$ cat config.mk
export PLATFORM = sky130hd
export DESIGN_NAME = seg_capture
export DESIGN_NICKNAME = d
export VERILOG_FILES = /design/src/rtl/seg_capture.sv
export SDC_FILE = /design/constraint.sdc
export NUM_CORES = 1
export LEC_CHECK = 0
export ABC_AREA = 1
export ABC_CLOCK_PERIOD_IN_PS = 10690
export CAP_MARGIN = 15
export CORE_MARGIN = 4
export CORE_UTILIZATION = 56
export CTS_CLUSTER_DIAMETER = 150
export DETAILED_ROUTE_END_ITERATION = 10
export PLACE_DENSITY = 0.86
export SETUP_SLACK_MARGIN = 0.2
export SYNTH_ARGS = -nofsm -noshare
export SYNTH_HDL_FRONTEND = slang
export SYNTH_SLANG_ARGS = --single-unit
$ cat constraint.sdc
create_clock -name clk -period 10.69 [get_ports clk]
set_input_delay 1.069 -clock clk [delete_from_list [all_inputs] [get_ports clk]]
set_output_delay 1.069 -clock clk [all_outputs]
set_load 0.03 [all_outputs]
$ cat src/rtl/seg_capture.sv
// seg_capture: decodes a time-multiplexed seven-segment scan bus into a
// stable per-digit snapshot, a frame-complete pulse and a frame counter.
// A digit is latched only after its strobe/segment sample has been steady
// for STABLE_CYCLES samples. Each settled value is latched at most once.
// Optional feature macro: SEG_CAPTURE_SYNC_EN puts a 2-flop synchroniser
// on anode/cathode/dp for asynchronous sources.
module seg_capture #(
    parameter int NUM_DIGITS       = 8,
    parameter int STABLE_CYCLES    = 16,
    parameter int ANODE_ACTIVE_LOW = 1
) (
    input  logic                    clk,
    input  logic                    rst,
    input  logic [NUM_DIGITS-1:0]   anode,
    input  logic [6:0]              cathode,
    input  logic                    dp,
    output logic [8*NUM_DIGITS-1:0] seg_frame,
    output logic [NUM_DIGITS-1:0]   digit_seen,
    output logic                    frame_valid,
    output logic [15:0]             frame_count,
    output logic                    overlap_err
);

    localparam int SW = NUM_DIGITS + 8;
    localparam int CW = $clog2(STABLE_CYCLES + 1);
    localparam logic [CW-1:0] CNT_LAST = CW'(STABLE_CYCLES - 1);

    typedef enum logic [0:0] {SETTLE = 1'b0, HELD = 1'b1} state_t;
    typedef enum logic [1:0] {STB_NONE = 2'b00, STB_ONE = 2'b01, STB_MULTI = 2'b10} stb_t;

    // Classify a normalised strobe vector: blank, exactly one digit, or overlap.
    function automatic stb_t strobe_class(input logic [NUM_DIGITS-1:0] v);
        if (v == {NUM_DIGITS{1'b0}}) begin
            return STB_NONE;
        end else if ((v & (v - NUM_DIGITS'(1))) == {NUM_DIGITS{1'b0}}) begin
            return STB_ONE;
        end else begin
            return STB_MULTI;
        end
    endfunction

    logic [NUM_DIGITS-1:0] anode_s;
    logic [6:0]            cathode_s;
    logic                  dp_s;

`ifdef SEG_CAPTURE_SYNC_EN
    logic [SW-1:0] sync1_r;
    logic [SW-1:0] sync2_r;

    // Two-flop synchroniser for display inputs from another clock domain.
    always_ff @(posedge clk or posedge rst) begin
        if (rst) begin
            sync1_r <= {SW{1'b0}};
            sync2_r <= {SW{1'b0}};
        end else begin
            sync1_r <= {anode, cathode, dp};
            sync2_r <= sync1_r;
        end
    end

    assign {anode_s, cathode_s, dp_s} = sync2_r;
`else
    assign anode_s   = anode;
    assign cathode_s = cathode;
    assign dp_s      = dp;
`endif

    // Normalised view: strobe bit high = digit selected, segment bit high = lit.
    logic [NUM_DIGITS-1:0] a_act_s;
    logic [7:0]            seg_s;

    assign a_act_s = (ANODE_ACTIVE_LOW != 0) ? ~anode_s : anode_s;
    assign seg_s   = ~{dp_s, cathode_s};

    logic [SW-1:0] s_cur_r;
    logic [SW-1:0] s_prev_r;

    // Sample pipeline: current sample and the one before it for change detection.
    always_ff @(posedge clk or posedge rst) begin
        if (rst) begin
            s_cur_r  <= {SW{1'b0}};
            s_prev_r <= {SW{1'b0}};
        end else begin
            s_cur_r  <= {a_act_s, seg_s};
            s_prev_r <= s_cur_r;
        end
    end

    state_t        state_r;
    state_t        state_n;
    logic [CW-1:0] cnt_r;
    logic [CW-1:0] cnt_n;
    logic          latch_s;
    logic          changed_s;

    assign changed_s = (s_cur_r != s_prev_r);

    // Settle FSM state and stability counter.
    always_ff @(posedge clk or posedge rst) begin
        if (rst) begin
            state_r <= SETTLE;
            cnt_r   <= {CW{1'b0}};
        end else begin
            state_r <= state_n;
            cnt_r   <= cnt_n;
        end
    end

    // Next-state: count steady samples in SETTLE, latch once, then wait in HELD.
    always_comb begin
        state_n = state_r;
        cnt_n   = cnt_r;
        latch_s = 1'b0;
        case (state_r)
            SETTLE: begin
                if (changed_s) begin
                    cnt_n = {CW{1'b0}};
                end else begin
                    cnt_n = cnt_r + CW'(1);
                    if (cnt_n == CNT_LAST) begin
                        latch_s = 1'b1;
                        state_n = HELD;
                    end else begin
                        state_n = SETTLE;
                    end
                end
            end
            HELD: begin
                if (changed_s) begin
                    cnt_n   = {CW{1'b0}};
                    state_n = SETTLE;
                end else begin
                    state_n = HELD;
                end
            end
            default: begin
                state_n = SETTLE;
                cnt_n   = {CW{1'b0}};
            end
        endcase
    end

    logic [NUM_DIGITS-1:0]   cur_stb_s;
    logic [7:0]              cur_seg_s;
    logic [NUM_DIGITS-1:0]   seen_or_s;
    logic [8*NUM_DIGITS-1:0] seg_frame_n;
    logic [NUM_DIGITS-1:0]   digit_seen_n;
    logic                    frame_valid_n;
    logic [15:0]             frame_count_n;
    logic                    overlap_err_n;

    assign cur_stb_s = s_cur_r[SW-1:8];
    assign cur_seg_s = s_cur_r[7:0];

    // Latch action: store the digit byte, track seen digits, detect frame completion.
    always_comb begin
        seg_frame_n   = seg_frame;
        digit_seen_n  = digit_seen;
        frame_valid_n = 1'b0;
        frame_count_n = frame_count;
        overlap_err_n = overlap_err;
        seen_or_s     = digit_seen | cur_stb_s;
        if (latch_s) begin
            case (strobe_class(cur_stb_s))
                STB_ONE: begin
                    for (int i = 0; i < NUM_DIGITS; i++) begin
                        if (cur_stb_s[i]) begin
                            seg_frame_n[8*i +: 8] = cur_seg_s;
                        end else begin
                            seg_frame_n[8*i +: 8] = seg_frame[8*i +: 8];
                        end
                    end
                    if (&seen_or_s) begin
                        digit_seen_n  = {NUM_DIGITS{1'b0}};
                        frame_valid_n = 1'b1;
                        frame_count_n = frame_count + 16'd1;
                    end else begin
                        digit_seen_n  = seen_or_s;
                    end
                end
                STB_MULTI: begin
                    overlap_err_n = 1'b1;
                end
                STB_NONE: begin
                    overlap_err_n = overlap_err;
                end
                default: begin
                    overlap_err_n = overlap_err;
                end
            endcase
        end else begin
            frame_valid_n = 1'b0;
        end
    end

    // Registered outputs.
    always_ff @(posedge clk or posedge rst) begin
        if (rst) begin
            seg_frame   <= {(8*NUM_DIGITS){1'b0}};
            digit_seen  <= {NUM_DIGITS{1'b0}};
            frame_valid <= 1'b0;
            frame_count <= 16'd0;
            overlap_err <= 1'b0;
        end else begin
            seg_frame   <= seg_frame_n;
            digit_seen  <= digit_seen_n;
            frame_valid <= frame_valid_n;
            frame_count <= frame_count_n;
            overlap_err <= overlap_err_n;
        end
    end

endmodule

==> results_dict.tcl <==
set metrics [dict create \
    critPathSlowestCell "nor2_1" \
    cts_tree "done" \
    synth-edff-count 0 \
    dieArea_sq_um 11490 \
    drt_wl_total_um 14340 \
    cp_common_cell "nand2_1" \
    cp_max_fo 14 \
    synthXorXnorAreaFrac_pct 0.3179 \
    synth_compound_area_share_pct 2.861 \
    wl_per_cell_um 15.64 \
    yosys-top-cells-area "dfrtp_1, nand2_1, inv_1" \
    port_buffers 107 \
    synth_adder_area_share_pct 0.6812 \
    fp-row-count 35 \
    setup.worst_path.end_class "flip-flop" \
    hold_viol 0 \
    ir_worst_vdd_v 0.0001359 \
    finalClockSkew_ps 7.432 \
    antenna_found_initial 0 \
    timing.final.crit_share_pct 27.11 \
    nNetsFinal 796 \
    ctsRootBufferMaster "clkbuf_8" \
    async_flop_share_pct 100.0 \
    grt_usage_pct 26.41 \
    die_x_um 107.2 \
    vias 4761 \
    postCtsSetupBuffers 0 \
    crit_type "reg -> reg" \
    io_pins 108 \
    synth-main-ff-cell "dfrtp_1" \
    cpPeakStageDelay_ps 680 \
    cpLargestDelayFamily "simple AND/OR/NAND/NOR gates" \
    synth_most_common_cell "nand2_1" \
    power_density_nw_per_um2 150.5 \
    yosysWarnings 0 \
    drc 0 \
    path_cells "nor2_1 > nand2_1 > nand2_1 > nand2_1 > nor2_1 > nand2_1 > nor2_1 > nand3_1 > o21bai_1 > nand2_1" \
    cp_num_buf_inv 0 \
    cts_hold_buf 0 \
    finalSetupTns_ps 0 \
    synth_top_family_by_area "simple AND/OR/NAND/NOR gates" \
    ant_nets 0 \
    post_drt_via_cell_ratio 5.192 \
    initial_core_util_pct 58.52 \
    yosysUniqueCellTypes 25 \
    fmax_ghz 0.3450 \
    postSynthCellCount 662 \
    cp.required_ps 11090 \
    dpl.hpwl_um 9572 \
    power_uw 1088 \
    synth_area_sq_um 5510 \
    clkTransAtPathRegs_ps 60 \
    drtIter0Drc 314 \
    grt_overflow 0 \
    grt_start_max_net_pins 75 \
    layout_min_cycle_time_ps 2898 \
    rsz0062_at_grt "no" \
    grt_pass1_vias 4859 \
    core_sq_um 9415 \
    max-cap-violations 0 \
    p_leak_uw 0.003731 \
    cts_resized 0 \
    worst_pin_slew_ps 884.2 \
    cp.arrival_ps 3300 \
    yosysSeqAreaShare_pct 58.13 \
    place_congestion 0.8511 \
    r2r_setup_slack_ps 7790 \
    nFillCells 599 \
    syn_area_per_cell_sq_um 8.324 \
    synthSimpleGateAreaFrac_pct 30.34 \
    htreeDepth 4 \
    area_delta_synth_final_pct 31.22 \
    grt_pass1_wl_um 23500 \
    n_antenna_cell 0 \
    setup_viol 0 \
    ys_ff_latch 128 \
    holdWs_ps 480.9 \
    start_kind "flip-flop" \
    first_pass_iters 5 \
    final_layout_size_suffix_gt1_share_pct 7.995 \
    outcome "finished, final reports clean" \
    synthMuxAreaShare_pct 0 \
    ctsLongestPathBuffers 2 \
    yosys.area.top_type_share_pct 58.13 \
    synth_nets 683 \
    synth_common_cells "nand2_1, dfrtp_1, inv_1" \
    hold_class "reg -> reg" \
    slew_violations 0 \
    synth.largest_area_cell "dfrtp_1" \
    clkLatencyLatePin_ps 520 \
    clock-sinks 128 \
    cts_buffers 17 \
    fp.dieH_um 107.2 \
    max-slew-margin-rel_pct 41.06 \
]
## placed cells by master, fill, tap and decap left out
cell | Yosys | routed
nand2_1 | 301 | 301
dfrtp_1 | 128 | 128
clkdlybuf4s50_1 | 0 | 107
inv_1 | 79 | 78
nor2_1 | 41 | 41
nand3_1 | 20 | 20
clkbuf_16 | 0 | 16
a21oi_1 | 15 | 15
nand4_1 | 12 | 12
inv_2 | 10 | 10
o21bai_1 | 8 | 8
nor2_4 | 8 | 8
nor2_2 | 5 | 5
nor3_1 | 5 | 5
inv_6 | 0 | 5
o21ai_0 | 3 | 3
nand3_2 | 3 | 3
ha_1 | 3 | 3
clkinvlp_4 | 0 | 3
inv_8 | 0 | 3
clkinv_4 | 0 | 2
nand2_2 | 1 | 1
xor2_1 | 1 | 1
and3_1 | 1 | 1
xnor2_1 | 1 | 1
nand3_4 | 1 | 1
inv_4 | 0 | 1
a22oi_1 | 1 | 1
or2_2 | 1 | 1
clkbuf_8 | 0 | 1
bufinv_16 | 0 | 1
clkinv_2 | 0 | 1
buf_4 | 8 | 1
## per-layer routing
metal | part of all wire, % | vias to the layer above | track usage (%)
met5 | 0 | - | 0
met4 | 2.8 | 0 | 11.14
met3 | 7.0 | 43 | 6.020
met2 | 49 | 207 | 43.74
met1 | 41 | 2278 | 33.46
li1 | - | 2233 | -
## kinds of logic after synthesis
family,after synthesis
AO/OA/AOI/OAI,27
XOR/XNOR,2
buffers and inverters,103
flip-flops,128
AND/OR/NAND/NOR,399
adder cells (fa/ha/maj),3
## where the power goes
group	switching, uW	internal (uW)	leakage (uW)
Clock	237	317	0.000272
Combinational	21.1	11.2	0.00174
Sequential	12.4	491	0.00171
## state kept, by name, indices dropped and copies added (netlist names)
| signal | cells |
|---|---|
| cnt_r | 5 |
| digit_seen | 8 |
| frame_count | 16 |
| frame_valid | 1 |
| overlap_err | 1 |
| s_cur_r | 16 |
| s_prev_r | 16 |
| seg_frame | 64 |
| state_r | 1 |
## tightest hold or removal path, cell delays in order, from the launching register on
cell	delay (ps)
dfrtp_1	340
nand2_1	50
nand2_1	50
## cell type report
class,instances,area (sq um),share of cell area [%]
inverters,89,336.6,4.655
clock buffers,17,414.1,5.728
clock inverters,15,152.6,2.111
multi-input cells,431,1884,26.06
well taps,129,161.4,2.232
repair buffers,108,1079,14.92
flip-flops and latches,128,3203,44.30
## metrics by stage
| step | utilization, % | area (sq um) | setup slack (ps) | std cells |
|---|---|---|---|---|
| 2_1_floorplan | - | 5510 | 6208 | 662 |
| 3_3_place_gp | 70.78 | 6664 | 7748 | 885 |
| 3_5_place_dp | 70.78 | 6664 | 7713 | 885 |
| 4_1_cts | 76.80 | 7231 | 7866 | 917 |
| 5_1_grt | 76.80 | 7231 | 7479 | 917 |
| 6_report | 76.80 | 7231 | 7792 | 917 |
## path summary, 6_finish.rpt
path | start | endpoint | depth (start not counted)
worst min-delay path | seg_frame[61]$_DFFE_PP0P_ | seg_frame[61]$_DFFE_PP0P_ | 2
worst min register to register | seg_frame[61]$_DFFE_PP0P_ | seg_frame[61]$_DFFE_PP0P_ | 2
worst max register to register | s_cur_r[11]$_DFF_PP0_ | frame_count[8]$_DFFE_PP0P_ | 10
max in group asynchronous | rst | seg_frame[41]$_DFFE_PP0P_ | 3
min in group asynchronous | rst | seg_frame[38]$_DFFE_PP0P_ | 2
worst max-delay path | s_cur_r[11]$_DFF_PP0_ | frame_count[8]$_DFFE_PP0P_ | 10
No activity file was read; power rests on OpenSTA's default activity.
